[src/rtl/trigger_capture_pkg.sv]
// Shared definitions for the trigger/capture block: the acquisition state
// encoding and the sample width shared with the finder and the ADC interface.
package trigger_capture_pkg;

    // Sample width used by the ADC, the amplitude/DC-offset finder and this block.
    localparam int DATA_W_DEF = 12;

    // Acquisition states.
    typedef enum logic [2:0] {
        ST_IDLE      = 3'd0,
        ST_PRIME     = 3'd1,
        ST_WAIT_EDGE = 3'd2,
        ST_CAPTURE   = 3'd3,
        ST_DONE      = 3'd4
    } state_e;

endpackage

[src/rtl/capture_ram.sv]
// Capture buffer: DEPTH x DATA_W, one write port, one registered read port.
// The memory array has no reset so it maps onto block RAM; only the read
// register is cleared. A read of the address being written on the same edge
// returns the previous contents.
module capture_ram #(
    parameter int DATA_W = 12,
    parameter int ADDR_W = 8
) (
    input  logic              clk,
    input  logic              rst,
    input  logic              we_i,
    input  logic [ADDR_W-1:0] wr_addr_i,
    input  logic [DATA_W-1:0] wr_data_i,
    input  logic [ADDR_W-1:0] rd_addr_i,
    output logic [DATA_W-1:0] rd_data_o
);

    logic [DATA_W-1:0] mem [2**ADDR_W];
    logic [DATA_W-1:0] rd_data_q;

    // Write port: store one sample when enabled.
    always_ff @(posedge clk) begin
        if (we_i) begin
            mem[wr_addr_i] <= wr_data_i;
        end
    end

    // Read port: registered, one cycle latency, cleared by reset.
    always_ff @(posedge clk) begin
        if (rst) begin
            rd_data_q <= '0;
        end else begin
            rd_data_q <= mem[rd_addr_i];
        end
    end

    assign rd_data_o = rd_data_q;

endmodule

[src/rtl/trigger_capture.sv]
// Trigger and capture: arms on a pulse, waits for a level crossing with
// hysteresis around a live trigger level, then stores DEPTH consecutive valid
// samples into capture_ram for readout.
// Optional build macro TRIGGER_CAPTURE_AUTO_TRIG_EN: after TIMEOUT valid
// samples without a trigger, a capture is forced and auto_trig is raised.
// Handshake: a sample is consumed only on a cycle with sample_valid=1; with
// sample_valid=0 nothing moves. arm is a one-cycle pulse honoured only in
// IDLE or DONE.
module trigger_capture
    import trigger_capture_pkg::*;
#(
    parameter int DATA_W  = DATA_W_DEF,
    parameter int ADDR_W  = 8,
    parameter int HYST    = 16,
    parameter int TIMEOUT = 1000000
) (
    input  logic              clk,
    input  logic              rst,
    input  logic [DATA_W-1:0] sample_in,
    input  logic              sample_valid,
    input  logic [DATA_W-1:0] trig_level,
    input  logic              trig_rising,
    input  logic              arm,
    input  logic [ADDR_W-1:0] rd_addr,
    output logic [DATA_W-1:0] rd_data,
    output logic              busy,
    output logic              done,
    output logic              auto_trig,
    output state_e            state_dbg
);

    localparam logic [DATA_W:0] HYST_X = (DATA_W+1)'(HYST);

    state_e            state_q, state_d;
    logic [ADDR_W-1:0] wr_ptr_q, wr_ptr_d;
    logic              done_q, done_d;
    logic              we;
    logic [ADDR_W-1:0] waddr;
    logic              timeout_hit;

    // Thresholds are worked out one bit wider so under/overflow is visible.
    logic [DATA_W:0]   lo_x, hi_x;
    logic [DATA_W-1:0] lo_th, hi_th;
    logic              primed, edge_hit;

    assign lo_x  = {1'b0, trig_level} - HYST_X;
    assign hi_x  = {1'b0, trig_level} + HYST_X;
    assign lo_th = lo_x[DATA_W] ? '0 : lo_x[DATA_W-1:0];
    assign hi_th = hi_x[DATA_W] ? '1 : hi_x[DATA_W-1:0];

    // Priming moves the signal to the far side of the band; the edge is the
    // crossing of the near side in the selected direction.
    assign primed   = trig_rising ? (sample_in <  lo_th) : (sample_in >  hi_th);
    assign edge_hit = trig_rising ? (sample_in >= hi_th) : (sample_in <= lo_th);

`ifdef TRIGGER_CAPTURE_AUTO_TRIG_EN
    localparam int CNT_W = $clog2(TIMEOUT + 1);
    logic [CNT_W-1:0] to_cnt_q, to_cnt_d;
    logic             auto_q, auto_d;

    assign timeout_hit = (to_cnt_q == CNT_W'(TIMEOUT - 1));
    assign auto_trig   = auto_q;

    // Timeout counter and auto-trigger flag.
    always_ff @(posedge clk) begin
        if (rst) begin
            to_cnt_q <= '0;
            auto_q   <= 1'b0;
        end else begin
            to_cnt_q <= to_cnt_d;
            auto_q   <= auto_d;
        end
    end
`else
    assign timeout_hit = 1'b0;
    assign auto_trig   = 1'b0;
`endif

    // State, write pointer and done flag registers.
    always_ff @(posedge clk) begin
        if (rst) begin
            state_q  <= ST_IDLE;
            wr_ptr_q <= '0;
            done_q   <= 1'b0;
        end else begin
            state_q  <= state_d;
            wr_ptr_q <= wr_ptr_d;
            done_q   <= done_d;
        end
    end

    // Next-state, buffer write and counter updates.
    always_comb begin
        state_d  = state_q;
        wr_ptr_d = wr_ptr_q;
        done_d   = done_q;
        we       = 1'b0;
        waddr    = wr_ptr_q;
`ifdef TRIGGER_CAPTURE_AUTO_TRIG_EN
        to_cnt_d = to_cnt_q;
        auto_d   = auto_q;
`endif
        case (state_q)
            ST_IDLE, ST_DONE: begin
                if (arm) begin
                    state_d = ST_PRIME;
                    done_d  = 1'b0;
`ifdef TRIGGER_CAPTURE_AUTO_TRIG_EN
                    to_cnt_d = '0;
                    auto_d   = 1'b0;
`endif
                end
            end
            ST_PRIME, ST_WAIT_EDGE: begin
                if (sample_valid) begin
`ifdef TRIGGER_CAPTURE_AUTO_TRIG_EN
                    to_cnt_d = to_cnt_q + 1'b1;
`endif
                    if ((state_q == ST_WAIT_EDGE && edge_hit) || timeout_hit) begin
                        // Triggering sample is the first entry of the capture.
                        state_d  = ST_CAPTURE;
                        we       = 1'b1;
                        waddr    = '0;
                        wr_ptr_d = ADDR_W'(1);
`ifdef TRIGGER_CAPTURE_AUTO_TRIG_EN
                        auto_d = !(state_q == ST_WAIT_EDGE && edge_hit);
`endif
                    end else if (state_q == ST_PRIME && primed) begin
                        state_d = ST_WAIT_EDGE;
                    end
                end
            end
            ST_CAPTURE: begin
                if (sample_valid) begin
                    we       = 1'b1;
                    wr_ptr_d = wr_ptr_q + 1'b1;
                    if (wr_ptr_q == '1) begin
                        // Last address written; pointer wraps back to 0.
                        state_d = ST_DONE;
                        done_d  = 1'b1;
                    end
                end
            end
            default: state_d = ST_IDLE;
        endcase
    end

    capture_ram #(
        .DATA_W(DATA_W),
        .ADDR_W(ADDR_W)
    ) u_ram (
        .clk      (clk),
        .rst      (rst),
        .we_i     (we && !rst),
        .wr_addr_i(waddr),
        .wr_data_i(sample_in),
        .rd_addr_i(rd_addr),
        .rd_data_o(rd_data)
    );

    assign busy      = (state_q == ST_PRIME) || (state_q == ST_WAIT_EDGE) ||
                       (state_q == ST_CAPTURE);
    assign done      = done_q;
    assign state_dbg = state_q;

endmodule
[config.mk]
export PLATFORM = sky130hd
export DESIGN_NAME = trigger_capture
export DESIGN_NICKNAME = d
export VERILOG_FILES = /design/src/rtl/trigger_capture_pkg.sv /design/src/rtl/capture_ram.sv /design/src/rtl/trigger_capture.sv
export SDC_FILE = /design/constraint.sdc
export NUM_CORES = 2
export LEC_CHECK = 0
export ABC_AREA = 1
export CORE_UTILIZATION = 54
export DETAILED_ROUTE_END_ITERATION = 10
export GPL_ROUTABILITY_DRIVEN = 0
export PLACE_DENSITY = 0.7
export SYNTH_ARGS = -nofsm -noshare
export SYNTH_HDL_FRONTEND = slang
export SYNTH_HIERARCHICAL = 1
export SYNTH_SLANG_ARGS = --single-unit
[constraint.sdc]
create_clock -name clk -period 14.7 [get_ports clk]
set_clock_uncertainty 0.1 [all_clocks]
set_input_delay 2.94 -clock clk [delete_from_list [all_inputs] [get_ports clk]]
set_output_delay 2.94 -clock clk [all_outputs]
set_load 0.1 [all_outputs]
After elaboration in Yosys (flattened, before gate mapping). Memories as Yosys holds them, arrays and structs flattened. A register that Yosys moved wholly into a read port is not among the register bits. Index checks and enable logic that the tools add are counted.

Memories kept: 1. Logic and storage cells: 64. Memory bits (writable): 3072. Output and inout bits: 18. Input port bits: 37. Register bits after elaboration: 12.

$lt $le $gt $ge: 4. $add $sub $neg: 3. Muxes and demuxes: 28. Reductions and logical operators: 14. Eq/ne operators: 11.

Memories: u_ram.mem (words 256, width 12, read ports 1, clocked after memory_dff 1, wr ports 1, RTL line capture_ram.sv:18) `logic [DATA_W-1:0] mem [2**ADDR_W];`.

Operators with widths (count): $mux 8 (6); $mux 12 (2); $mux 3 (6); $pmux 8 s2 (1); $add 12x5->13 const B (1); $sub 12x5->13 const B (1); $ge 12x12->1 (1); $gt 12x12->1 (1); $le 12x12->1 (1); $lt 12x12->1 (1); $mux 1 (10); $ne 2x2->1 const B (5); $pmux 3 s3 (1); $add 8x1->8 const B (1); $eq 8x8->1 const B (1); $reduce_and 4->1 (2); $eq 3x2->1 const B (2); $reduce_and 5->1 (1); $pmux 1 s2 (2); $reduce_bool 2->1 (2); $reduce_or 2->1 (2); $eq 3x1->1 const B (1); $eq 3x3->1 const B (1); $logic_and 1x1->1 (3); other kinds (4) (5).

Longest topological paths before layout.
Depth after elaboration: 11. Gate-level depth with buffers: 25. Gate-level depth less buffers: 24.

Hierarchy. Netlist, hierarchy kept.

Modules (own cells, without submodules): capture_ram (seq. area each 92488.7 um^2, cells each 10336, instances 1, area an instance 124804.7 um^2); trigger_capture (seq. area each 240.2 um^2, cells each 301, instances 1, area an instance 1845.5 um^2).

Worst setup path before layout. OpenSTA, ideal clock, no wires.

Path type: input -> register. Start point: in trig_level[7]. End point: mem u_ram.mem[198][0], enable pin. Library setup time: 380 ps. Stages: 17. Setup slack: 7948 ps. Required time: 14220 ps. Buffers on the path: 2. Arrival time: 6272 ps. Cells stage by stage: clkbuf_1 > nand4_1 > nor2_1 > nor2_1 > ha_1 > nand2_2 > nor2_4 > and2_1 > nand2_2 > nand3_2 > nand3_4 > nor2_1 > nor2_1 > nor2_1 > nand3_1 > clkbuf_1 > nor2_1.

Elaborated cells on any way between the ends: 17. Classes of those cells: add/sub: 2; order compare: 2; mux: 11; reduce/logical: 2.

RTL lines: start: declaration (RTL line trigger_capture.sv:21) `input logic [DATA_W-1:0] trig_level,`; $sub 12x5->13 / $add 12x5->13 (equally long branches) (RTL line trigger_capture.sv:46, trigger_capture.sv:47); $mux 12, on equally long branches (RTL line trigger_capture.sv:48, trigger_capture.sv:49); $le 12x12->1 / $ge 12x12->1 (equally long branches) (RTL line trigger_capture.sv:54) `assign edge_hit = trig_rising ? (sample_in >= hi_th) : (sample_in <= lo_th);`; $mux 1 * (RTL line trigger_capture.sv:54); $logic_and 1x1->1 * (RTL line trigger_capture.sv:119) `if ((state_q == ST_WAIT_EDGE && edge_hit) || timeout_hit) begin`; $mux 8 * (RTL line trigger_capture.sv:119); $mux 8 * (RTL line trigger_capture.sv:115) `if (sample_valid) begin`; $mux 8 * (RTL line trigger_capture.sv:103) `case (state_q)`; via waddr[4] (RTL line trigger_capture.sv:38) `logic [ADDR_W-1:0] waddr;`; end: declaration (RTL line capture_ram.sv:18).

The timed path passes the listed nets; every way through them passes the cells marked *.

Worst setup path in the final report.
Start point: in trig_level[6]. End point: mem u_ram.mem[194][4], enable pin.

The elaborated chain is that of the path after synthesis.

==> results.md <==
- Pwr dens: 135 mW/mm^2
- Die Ht: 486 um
- Footprint of the multi-input gates: approximately 0.030 mm^2
- CP startpoint: trig_level[6]
- VDD IR max: 0.155 mV
- Vias in the first global route: 79800
- Antenna violations before repair: 17
- CP endpoint kind: register
- Crit path DAT: 9.25 ns
- Gr usage total: 0.300
- Outcome: finished, final reports clean
- Flops & latches, synth: about 3100
- Final Cycle Share: 0.598
- RSZ-0062 raised after global routing: false
- Remaining DRCs: 0
- CP most frequent cell: nor2_1
- GRT Residual Overflow: 0
- Mapped Cells: 10600
- Die ar.: about 0.24 mm^2
- Hold path startpoint: done$_SDFFE_PP0P_
- Max Freq: 114 MHz
- Warnings from Yosys: 6
- Core area: ~0.23 mm^2
- # rows: 177
- Sum Neg Setup Slack: 0 ns
- Via density: 6.18
- Count of cell types in the netlist: 43
- CTS tree: yes
- Buffers on Ports: 53
- Clk pin slew, worst setup/hold paths: 0.06 ns
- Leakage: 0.0478 uW
- Slew @ Worst Pin: around 1.2 ns
- WP data required: 15.16 ns
- Layout cell share with drive strength beyond 1: 0.0580
- Root Buffer: clkbuf_16
- Chip width: 486 um
- Syn Area/Cell: approximately 12 um^2
- Starting DRT DRC Count: ~14000
- Most frequent cells in the layout: nand2_1, edfxtp_1, nand3_1, nor2_1, clkbuf_16
- RR Startpoint: state_dbg[1]$_SDFFE_PP0P_
- Storage cell area: 0.0927 mm^2
- Post-CTS Resized: 0
- Via count: 85200
- Hold-fix buffers, CTS: 0
- CTS Sinks: ~3100
- Crit-path cells: clkdlybuf4s50_1 > inv_1 > nor3_1 > nand3_1 > nor3_1 > xor2_1 > nor2_1 > ha_1 > nand2_2 > nor2_4 > nand3_1 > nand2_1 > inv_1 > nand3_2 > nand3_4 > nor2_1 > nor2_1 > nor2_1 > nand3_1 > nor2_1
- Final antenna-violating net count: 0
- Pins Over Slew Limit: 0
- Finish-stage setup viols: 0
- Worst path max stage delay: 1.15 ns
- WHS: 0.378 ns
- Most common cell after layout, fill and taps aside: nand2_1
- Cell Area, Synth: between 0.1 and 0.15 mm^2
- Initial cell density of the core: 0.544
- First-pass GRT wire length: roughly 520 mm
- Area growth syn-to-layout: 9.05%
- Slew HR: 0.189
- CTS Buf Count: between 300 and 400
- H-tree levels: 5
- Post-CTS repair timing setup buffer count: 0
- Final-stage net count: about 10000
- Worst skew pair latency: ~0.98 ns
- Hold/Removal Path Class: reg -> reg
- DRT Wirelength: 361 mm
- Mapped Nets: ~11000
- Fin crit period: a little under 9 ns
- Sequential cell area fraction in the yosys report: 0.732
- CP Buf/Inv Count: 3
- Top delay family on crit path: simple AND/OR/NAND/NOR gates
- Layout fillers: 18100
- Dpl hpwl: around 210 mm
- CP max-delay cell: nor2_1
- CP Class: in -> reg
- Critical path launch point type: primary input
- Wire length per cell: 26.1 um
- Final hold vios: 0
- # IOs: 55
- Drt pass-1 iters: 7
- Largest net degree at the start of global routing: about 260
- Crit-path max FO: 16
- Clock buffer depth: 4
- Max Cap Viol: 0
tightest hold or removal path, stage by stage, from the launching register on:
cell,delay (ns)
dfxtp_1,0.31
o21ai_0,0.06
a21oi_1,0.06
cells by family after synthesis:
kind of cell    synth area share
simple gates               0.225
flops                      0.732
buf+inv                   0.0344
compound gates           0.00576
fa+ha+maj                0.00267
xor+xnor                0.000346
other cells            0.0000296
routing by layer:
layer,global-route usage,wire length [um],vias to the layer above
met3,0.0702,46200,966
met1,0.413,133000,40900
met4,0.135,17200,18
met2,0.457,164000,6056
met5,0.00408,246,-
li1,-,-,37300
synth_stat cells (all sizes together):
library cell	instances	share of area
nand2	3190	0.095
edfxtp	3072	0.73
nand3	2910	0.12
buf	582	0.028
nor2	449	0.013
clkbuf	132	0.0039
inv	90	0.0027
o21ai	61	0.0024
a21oi	43	0.0018
ha	27	0.0027
o22ai	26	0.0013
dfxtp	24	0.0038
nor3	8	0.00044
nand4	5	0.00025
xor2	5	0.00035
clkinv	3	0.000099
or2	3	0.00015
and2	2	0.000099
a211oi	1	0.000099
a21o	1	0.000059
conb	1	0.000030
nor3b	1	0.000059
o21bai	1	0.000059
worst paths after layout:
path                                                    end  slack, ns  cells after the start
worst max-delay path            u_ram/mem[194][4]$_DFFE_PP_       5.92                     20
worst min-delay path                      done$_SDFFE_PP0P_       0.38                      2
worst max register to register  u_ram/mem[194][4]$_DFFE_PP_       9.70                      8
worst min register to register            done$_SDFFE_PP0P_       0.38                      2
through the flow:
| stage | instance area (um^2) | utilization | instances | worst slack [ns] | power (uW) |
|---|---|---|---|---|---|
| global placement | 128000 | 0.551 | 13200 | 5.29 | 11100 |
| CTS | 138000 | 0.593 | 13800 | 6.11 | 18700 |
| finish | 138000 | 0.593 | 13800 | 5.92 | 18700 |
| detailed placement | 128000 | 0.551 | 13200 | 5.04 | 11200 |
| global route | 138000 | 0.593 | 13800 | 5.54 | 19100 |
| floorplan | 127000 | - | 10600 | 7.95 | 10600 |
layout make-up:
cell class	count	share of cell area
Sequential cell	3096	0.671
Multi-Input combinational cell	6734	0.214
Clock buffer	387	0.0609
Tap cell	3132	0.0284
Timing Repair Buffer	181	0.0124
Clock inverter	156	0.00969
Inverter	93	0.00293
Antenna cell	11	0.000199
registers in the layout, summed over array words and instances (netlist names):
signal / flops
wr_ptr_q: 8
u_ram/mem: 3072
done: 1
u_ram/rd_data_o: 12
state_dbg: 3
report_power, final:
group / internal, uW / leakage, uW / switching, uW / total, uW
logic: 279 / 0.0152 / 1000 / 1280
clock network: 4450 / 0.00477 / 3240 / 7700
registers: 9710 / 0.0278 / 10.5 / 9720
total: 14400 / 0.0478 / 4260 / 18700
No activity file was read; power rests on OpenSTA's default activity.
